$ cat src/rtl/y86_seq_ctrl.sv
// Multi-cycle sequencer for a Y86-64 SEQ core: fetch/memory handshakes, stage strobes, PC and status.
// Optional Y86_SEQ_PERF_EN adds retired-instruction and stall counters.
module y86_seq_ctrl #(
    parameter int unsigned       ADDR_W      = 64,
    parameter logic [ADDR_W-1:0] RESET_PC    = '0,
    parameter int unsigned       MEM_TIMEOUT = 15
) (
    input  logic              clk,
    input  logic              rst_n,
    input  logic              start,
    output logic              f_req,
    input  logic              f_ack,
    input  logic [3:0]        f_icode,
    input  logic [3:0]        f_ifun,
    input  logic [ADDR_W-1:0] f_valC,
    input  logic [ADDR_W-1:0] f_valP,
    input  logic              f_err,
    input  logic              cnd,
    output logic              m_req,
    output logic              m_we,
    input  logic              m_ack,
    input  logic              m_err,
    input  logic [ADDR_W-1:0] valM,
    output logic              dec_en,
    output logic              exe_en,
    output logic              wb_en,
    output logic              wbm_en,
    output logic [ADDR_W-1:0] pc,
    output logic [1:0]        stat,
    output logic              retired
`ifdef Y86_SEQ_PERF_EN
    ,
    output logic [31:0]       instr_cnt,
    output logic [31:0]       stall_cnt
`endif
);

    localparam logic [2:0] StIdle    = 3'd0;
    localparam logic [2:0] StFetch   = 3'd1;
    localparam logic [2:0] StDecode  = 3'd2;
    localparam logic [2:0] StExecute = 3'd3;
    localparam logic [2:0] StMemory  = 3'd4;
    localparam logic [2:0] StWrback  = 3'd5;
    localparam logic [2:0] StPcupd   = 3'd6;
    localparam logic [2:0] StHalted  = 3'd7;

    localparam logic [1:0] StatAok = 2'd0;
    localparam logic [1:0] StatHlt = 2'd1;
    localparam logic [1:0] StatAdr = 2'd2;
    localparam logic [1:0] StatIns = 2'd3;

    logic [2:0]        r_state;
    logic [ADDR_W-1:0] r_pc;
    logic [1:0]        r_stat;
    logic [3:0]        r_icode;
    logic [ADDR_W-1:0] r_valc;
    logic [ADDR_W-1:0] r_valp;
    logic [ADDR_W-1:0] r_valm;
    logic              r_cnd;
    logic [31:0]       r_wait;

    logic [2:0]        w_state_nxt;
    logic [ADDR_W-1:0] w_pc_nxt;
    logic [1:0]        w_stat_nxt;
    logic [31:0]       w_wait_nxt;
    logic              w_cap_f;
    logic              w_cap_m;
    logic              w_cap_c;
    logic              w_illegal;
    logic              w_mem_instr;
    logic              w_timeout;

    assign w_illegal = (f_icode > 4'hB)
                     || ((f_icode == 4'h2) && (f_ifun > 4'h6))
                     || ((f_icode == 4'h7) && (f_ifun > 4'h6))
                     || ((f_icode == 4'h6) && (f_ifun > 4'h3));

    assign w_mem_instr = r_icode inside {4'h4, 4'h5, 4'h8, 4'h9, 4'hA, 4'hB};

    // Counter holds completed no-ack cycles, so this flags the MEM_TIMEOUT-th one.
    assign w_timeout = ((r_wait + 32'd1) == MEM_TIMEOUT);

    always_comb begin
        w_state_nxt = r_state;
        w_pc_nxt    = r_pc;
        w_stat_nxt  = r_stat;
        w_wait_nxt  = '0;
        w_cap_f     = 1'b0;
        w_cap_m     = 1'b0;
        w_cap_c     = 1'b0;
        case (r_state)
            StIdle: begin
                if (start) begin
                    w_state_nxt = StFetch;
                end
            end
            StFetch: begin
                if (f_ack) begin
                    if (f_err) begin
                        w_stat_nxt  = StatAdr;
                        w_state_nxt = StHalted;
                    end else if (w_illegal) begin
                        w_stat_nxt  = StatIns;
                        w_state_nxt = StHalted;
                    end else if (f_icode == 4'h0) begin
                        w_stat_nxt  = StatHlt;
                        w_pc_nxt    = f_valP;
                        w_state_nxt = StHalted;
                    end else begin
                        w_cap_f     = 1'b1;
                        w_state_nxt = StDecode;
                    end
                end else if (w_timeout) begin
                    w_stat_nxt  = StatAdr;
                    w_state_nxt = StHalted;
                end else begin
                    w_wait_nxt = r_wait + 32'd1;
                end
            end
            StDecode: begin
                w_state_nxt = StExecute;
            end
            StExecute: begin
                w_cap_c     = 1'b1;
                w_state_nxt = w_mem_instr ? StMemory : StWrback;
            end
            StMemory: begin
                if (m_ack) begin
                    if (m_err) begin
                        w_stat_nxt  = StatAdr;
                        w_state_nxt = StHalted;
                    end else begin
                        w_cap_m     = 1'b1;
                        w_state_nxt = StWrback;
                    end
                end else if (w_timeout) begin
                    w_stat_nxt  = StatAdr;
                    w_state_nxt = StHalted;
                end else begin
                    w_wait_nxt = r_wait + 32'd1;
                end
            end
            StWrback: begin
                w_state_nxt = StPcupd;
            end
            StPcupd: begin
                if ((r_icode == 4'h8) || ((r_icode == 4'h7) && r_cnd)) begin
                    w_pc_nxt = r_valc;
                end else if (r_icode == 4'h9) begin
                    w_pc_nxt = r_valm;
                end else begin
                    w_pc_nxt = r_valp;
                end
                w_state_nxt = StFetch;
            end
            StHalted: begin
                w_state_nxt = StHalted;
            end
            default: begin
                w_state_nxt = StIdle;
            end
        endcase
    end

    always_ff @(posedge clk or negedge rst_n) begin
        if (!rst_n) begin
            r_state <= StIdle;
            r_pc    <= RESET_PC;
            r_stat  <= StatAok;
            r_icode <= 4'h0;
            r_valc  <= '0;
            r_valp  <= '0;
            r_valm  <= '0;
            r_cnd   <= 1'b0;
            r_wait  <= '0;
        end else begin
            r_state <= w_state_nxt;
            r_pc    <= w_pc_nxt;
            r_stat  <= w_stat_nxt;
            r_wait  <= w_wait_nxt;
            if (w_cap_f) begin
                r_icode <= f_icode;
                r_valc  <= f_valC;
                r_valp  <= f_valP;
            end
            if (w_cap_m) begin
                r_valm <= valM;
            end
            if (w_cap_c) begin
                r_cnd <= cnd;
            end
        end
    end

    // Strobes decode straight from state so reset clears them without waiting for a clock.
    assign f_req   = (r_state == StFetch);
    assign m_req   = (r_state == StMemory);
    assign m_we    = m_req && (r_icode inside {4'h4, 4'h8, 4'hA});
    assign dec_en  = (r_state == StDecode);
    assign exe_en  = (r_state == StExecute);
    assign wb_en   = (r_state == StWrback)
                   && ((r_icode inside {4'h3, 4'h6, 4'h8, 4'h9, 4'hA, 4'hB})
                       || ((r_icode == 4'h2) && r_cnd));
    assign wbm_en  = (r_state == StWrback) && (r_icode inside {4'h5, 4'hB});
    assign retired = (r_state == StPcupd);
    assign pc      = r_pc;
    assign stat    = r_stat;

`ifdef Y86_SEQ_PERF_EN
    logic [31:0] r_instr_cnt;
    logic [31:0] r_stall_cnt;
    logic        w_stall;

    assign w_stall = ((r_state == StFetch) && !f_ack) || ((r_state == StMemory) && !m_ack);

    always_ff @(posedge clk or negedge rst_n) begin
        if (!rst_n) begin
            r_instr_cnt <= '0;
            r_stall_cnt <= '0;
        end else begin
            if (retired) begin
                r_instr_cnt <= r_instr_cnt + 32'd1;
            end
            if (w_stall) begin
                r_stall_cnt <= r_stall_cnt + 32'd1;
            end
        end
    end

    assign instr_cnt = r_instr_cnt;
    assign stall_cnt = r_stall_cnt;
`endif

endmodule

$ cat config.mk
export PLATFORM = sky130hd
export DESIGN_NAME = y86_seq_ctrl
export DESIGN_NICKNAME = d
export VERILOG_FILES = /design/src/rtl/y86_seq_ctrl.sv
export SDC_FILE = /design/constraint.sdc
export NUM_CORES = 1
export LEC_CHECK = 0
export BUFFER_PORTS_ARGS = -buffer_cell sky130_fd_sc_hd__buf_4
export CORE_ASPECT_RATIO = 1.1
export CORE_UTILIZATION = 60
export DETAILED_ROUTE_END_ITERATION = 10
export MAX_ROUTING_LAYER = met4
export PLACE_DENSITY = 0.95
export SYNTH_ARGS = -nofsm -noshare
export SYNTH_HDL_FRONTEND = slang
export SYNTH_SLANG_ARGS = --single-unit
$ cat constraint.sdc
create_clock -name clk -period 4 [get_ports clk]
set_input_delay 0.2 -clock clk [delete_from_list [all_inputs] [get_ports clk]]
set_output_delay 0.2 -clock clk [all_outputs]
set_load 0.02 [all_outputs]
### After elaboration in Yosys (flattened, before gate mapping)

Index checks and enable logic that the tools add are counted.
W data, S select, Z words.

| storage, ports and cells | value |
|---|---|
| flip-flop bits (word level) | 298 |
| input port bits | 208 |
| output and inout bits | 74 |
| word-level logic and storage cells | 102 |

| operators by class | value |
|---|---|
| add/sub/neg operators | 1 |
| $lt $le $gt $ge | 3 |
| equal/unequal tests | 28 |
| multiplexer cells | 38 |
| reductions and logical operators | 23 |

Operator list:

| operator | count |
|---|---|
| $mux W64 | 6 |
| $pmux W64 S2 | 1 |
| $mux W32 | 3 |
| $pmux W32 S2 | 1 |
| $add A32 B1 Y32 const B | 1 |
| $eq A32 B4 Y1 const B | 1 |
| $eq A4 B3 Y1 const B | 6 |
| $pmux W3 S8 | 1 |
| $mux W3 | 7 |
| $eq A4 B4 Y1 const B | 4 |
| $mux W2 | 8 |
| $eq A3 B3 Y1 const B | 4 |
| $eq A4 B2 Y1 const B | 3 |
| $reduce_bool A6 Y1 | 2 |
| $mux W1 | 10 |
| $logic_and A1 B1 Y1 | 8 |
| $eq A3 B2 Y1 const B | 2 |
| $ne A2 B2 Y1 const B | 3 |
| $reduce_bool A2 Y1 | 3 |
| $logic_or A1 B1 Y1 | 5 |
| $ne A5 B2 Y1 const B | 1 |
| $reduce_and A5 Y1 | 1 |
| $gt A4 B2 Y1 const B | 1 |
| $gt A4 B3 Y1 const B | 1 |
| 9 further kinds | 10 |

### Longest topological paths before layout

| depth | value |
|---|---|
| depth after elaboration | 9 |
| gate-level depth with buffers | 10 |
| depth with buffers taken out | 8 |

### Worst setup path after synthesis

Ideal clock, no wire load.

| timing | value |
|---|---|
| kind | register -> register |
| from | register r_wait[13] |
| to | register r_stat[0] (netlist: stat[0]) |
| setup time | 134 ps |
| arrival time | 2,463 ps |
| data required time | 3,866 ps |
| path slack | 1,404 ps |
| stages on the path, launching flop included | 11 |
| path buffers | 3 |
| period minus slack after synthesis | 2,596 ps |
| cell sequence | dfrtp_1 -> buf_6 -> nand4_4 -> or3_1 -> buf_6 -> or4_1 -> o31a_1 -> a211oi_4 -> and3_1 -> buf_6 -> o311ai_1 |

| on the way | value |
|---|---|
| word-level cells in the longest chain between the ends | 5 |
| elaborated cells on any way between the ends | 6 |
| classes of those cells | add/sub (1); eq/ne (1); mux (4) |

Ends and longest elaborated chain:

| element | RTL line | text |
|---|---|---|
| from (decl) | 60 | `logic [31:0] r_wait;` |
| from (signal assigned) | 180 | `r_wait <= w_wait_nxt;` |
| $add A32 B1 Y32 (*) | 81 | `assign w_timeout = ((r_wait + 32'd1) == MEM_TIMEOUT);` |
| $eq A32 B4 Y1 (*) | 81 |  |
| $mux W2 (*) | - |  |
| $mux W2, on equally long branches | - |  |
| $pmux W2 S2 (*) | - |  |
| to (signal assigned) | 169 | `r_stat <= StatAok;` |
| to (signal assigned) | 179 | `r_stat <= w_stat_nxt;` |
| to (decl) | 54 | `logic [1:0] r_stat;` |

Every way passes the cells marked *; elsewhere a longest branch is shown, timed or not.
A chain may end at the register's enable or synchronous reset.

### Worst setup path in the final report

| timing | value |
|---|---|
| from | register r_wait[5] |
| to | register r_stat[0] (netlist: stat[0]) |

Same word-level chain as after synthesis.

==> summary.md <==
| Metric | Value |
|---|---|
| Status | finished, final reports clean |
| Num ports | between 200 and 300 |
| Pleak | between 9 and 10 nW |
| Largest net degree at the start of global routing | 130 |
| Core ar. | around 0.023 sq mm |
| Layout overhead on the synthesized area | 39.2% |
| Antenna Violating Nets Remaining | 0 |
| Syn Area/Cell | ~12 sq um |
| Hold Path Class | in2reg |
| CP Class | reg2reg |
| Area contributors post-synth | dfrtp_1, mux2_2, mux2i_1, a211oi_1, nor2_1 |
| Worst-Margin Slew | ~1.0 ns |
| Synth cell types | between 60 and 70 |
| Syn_nets | roughly 1400 |
| Initial Utilization | 0.613 |
| CTS tree | done |
| Via Count | 12333 |
| Final min period | 3.13 ns |
| Area share of the largest cell type after synthesis | 0.533 |
| Worst r2r src | r_wait[5] |
| Reg2reg end | stat[0] |
| Worst hold start | f_err |
| Drt total wl | about 49 mm |
| # DRC | 0 |
| CP required | 4.44 ns |
| Critical Path Sink Type | flop |
| Post-route cell area | between 0.015 and 0.02 sq mm |
| Hold EP | stat[0] |
| Asr flop ratio synth | 1.00 |
| Max Freq | approximately 320 MHz |
| Area leader, netlist | dfrtp_1 |
| Max-Cap Viols | 0 |
| CTS Sinks | 298 |
| Initial DRC count | between 900 and 1000 |
| Port-buffer cells | between 200 and 300 |
| Global route overflow | 0 |
| Post-synthesis cell area | roughly 0.014 sq mm |
| CTS clk-pin slew, worst paths | roughly 0.060 ns |
| Pwr per Cell Area | 343 mW/mm^2 |
| Die W | roughly 150 um |
| Drt first pass iters | 5 |
| Final Hold Violating Endpoints | 0 |
| Top-count cell post-synth | dfrtp_1 |
| Setup violators final | 0 |
| CP Launch Type | flop |
| Worst Skew | 0.0341 ns |
| Row cnt | 58 |
| DR WL/cell | roughly 25 um |
| Die Y | 162 um |
| Post-synthesis sequential area ratio | 0.533 |
| CTS Buf Count | 31 |
| Initial antenna violation count | 3 |
| Number of synthesized register bits | slightly below 300 |
| RSZ-0062 raised after global routing | no |
| Routed vias/inst | around 6.4 |
| TNS Setup | 0 ns |
| Layout cell share with drive strength beyond 1 | 0.343 |
| Root buffer cell | clkbuf_16 |
| Number of global-route vias before repair | ~13000 |
| Clock Path Buffers | 3 |
| DP HPWL | approximately 24 mm |
| H-tree depth | 1 |
| Fin nets | approximately 1800 |
| Max-slew violations | 0 |
| GRT Util Overall | 0.427 |
| Worst-Skew Late Latency | between 0.5 and 0.6 ns |
| Syn. warnings | 0 |
| Die area | between 0.02 and 0.025 sq mm |
| First-pass GRT wire length | about 75 mm |
| Final GP Congestion | 0.932 |
| Worst Reg-to-Reg Cells | 7 |
| Max transition margin | 0.321 |
| Peak fanout along the critical path | 10 |
| Placed cell area | 0.0164 sq mm |
| R2R Setup Slk | 0.87 ns |
| EDFF count, synth | 0 |
| Post-CTS setup buffers | 0 |
| Worst Hold Depth | 4 |
| Top cells by count, synth | dfrtp_1, mux2_2, mux2i_1, nor2_1, a21oi_1 |
| Maximum vdd drop | between 0.0004 and 0.0005 V |
| Fin crit share | 0.781 |
| Fill cells | between 1000 and 1500 |
| Crit path DAT | around 3.6 ns |
| Synthesized instance count | roughly 1200 |
| Synth Flop Type | dfrtp_1 |
-- sequential cells by signal, indices dropped and copies added, names as in the netlist --
name / cells
pc: 64
r_cnd: 1
r_icode: 4
r_state: 3
r_valc: 64
r_valm: 64
r_valp: 64
r_wait: 32
stat: 2
-- per-stage QoR --
stage	setup WS, ns	power [mW]	utilization	hold slack, ns	std cells
global placement	1.07	3.31	0.716	0.390	1681
CTS	0.964	6.62	0.852	0.0366	1937
global route	0.681	6.85	0.853	0.0661	1940
floorplan	1.40	3.08	-	-0.0956	1168
detailed placement	0.982	3.32	0.716	0.388	1681
finish	0.875	6.68	0.853	0.0536	1941
-- where the power goes --
part | switching, mW | internal (mW) | total, mW
sequential | 0 | 3.01 | 3.01
combinational | 0.168 | 0.267 | 0.435
clock | 1.33 | 1.91 | 3.24
-- placed cells by master, fill, tap and decap left out, types with 6 or more instances in the layout --
| cell type | netlist | final |
|---|---|---|
| xnor2_1 | 14 | 14 |
| mux2_2 | 196 | 196 |
| inv_1 | 10 | 10 |
| bufinv_16 | 0 | 6 |
| nor3_1 | 12 | 12 |
| nor2_1 | 114 | 113 |
| a211oi_1 | 67 | 67 |
| dfrtp_1 | 298 | 298 |
| dlygate4sd3_1 | 0 | 198 |
| a21oi_1 | 74 | 73 |
| o21ai_0 | 7 | 7 |
| nor2b_1 | 6 | 6 |
| mux2i_1 | 129 | 129 |
| nand4_1 | 16 | 16 |
| buf_12 | 0 | 6 |
| nor4_1 | 6 | 6 |
| and4_1 | 9 | 9 |
| xor2_1 | 18 | 18 |
| nand3_1 | 22 | 22 |
| clkinv_2 | 0 | 8 |
| buf_4 | 1 | 290 |
| nand2_1 | 22 | 21 |
| clkbuf_16 | 0 | 31 |
-- cell type report --
cell class,instances,area (sq um),share of cell area
diodes,4,10.0,0.000513
clock buffers,39,856,0.0439
clock inverters,19,272,0.0139
inverters,10,37.5,0.00193
multi-input cells,776,6190,0.318
flip-flops and latches,298,7460,0.382
well taps,300,375,0.0193
repair buffers,495,4290,0.220
-- routing by layer --
metal,share of wire,up-vias,track usage,routed length [um]
li1,-,5117,-,-
met1,0.35,6144,0.462,17000
met2,0.51,790,0.711,24900
met3,0.068,282,0.0826,3340
met4,0.078,0,0.298,3820
met5,0,-,-,0
-- worst max-delay path by stage --
stage	start	endpoint	slack, ns
5_1_grt	r_wait[5]	stat[0]	0.68
2_1_floorplan	r_wait[13]	stat[0]	1.40
3_3_place_gp	r_wait[0]	stat[0]	1.07
6_report	r_wait[5]	stat[0]	0.87
4_1_cts	r_wait[5]	stat[0]	0.96
3_5_place_dp	r_wait[0]	stat[0]	0.98
-- timing repair --
item | 4_1_cts | 5_1_grt
endpoints found under the setup margin | 0 | 0
hold endpoints to repair | 375 | 0
gates resized for setup | 0 | 0
hold buffers | 198 | 0
-- cell families (layout without fill, tap and decap cells) --
group,after synthesis,count (layout),share of synthesized area
and+or+nand+nor,240,240,0.0857
AOI/OAI and AO/OA,177,177,0.0824
xor gates and xnor gates,32,32,0.0200
buffers and inverters,94,563,0.0277
other,0,4,0
adders and majority gates,2,2,0.00179
muxes,325,325,0.250
DFF,298,298,0.533
-- critical path, cell delays in order, from the launching register on --
cell and delay, ns:
dfrtp_1 0.52, nand4_1 0.35, nor3_2 0.50, a31oi_1 0.15, a211oi_1 0.27, nor4b_1 0.66
and3_1 0.41, o311ai_1 0.13
Power figures use the tool's default switching activity.
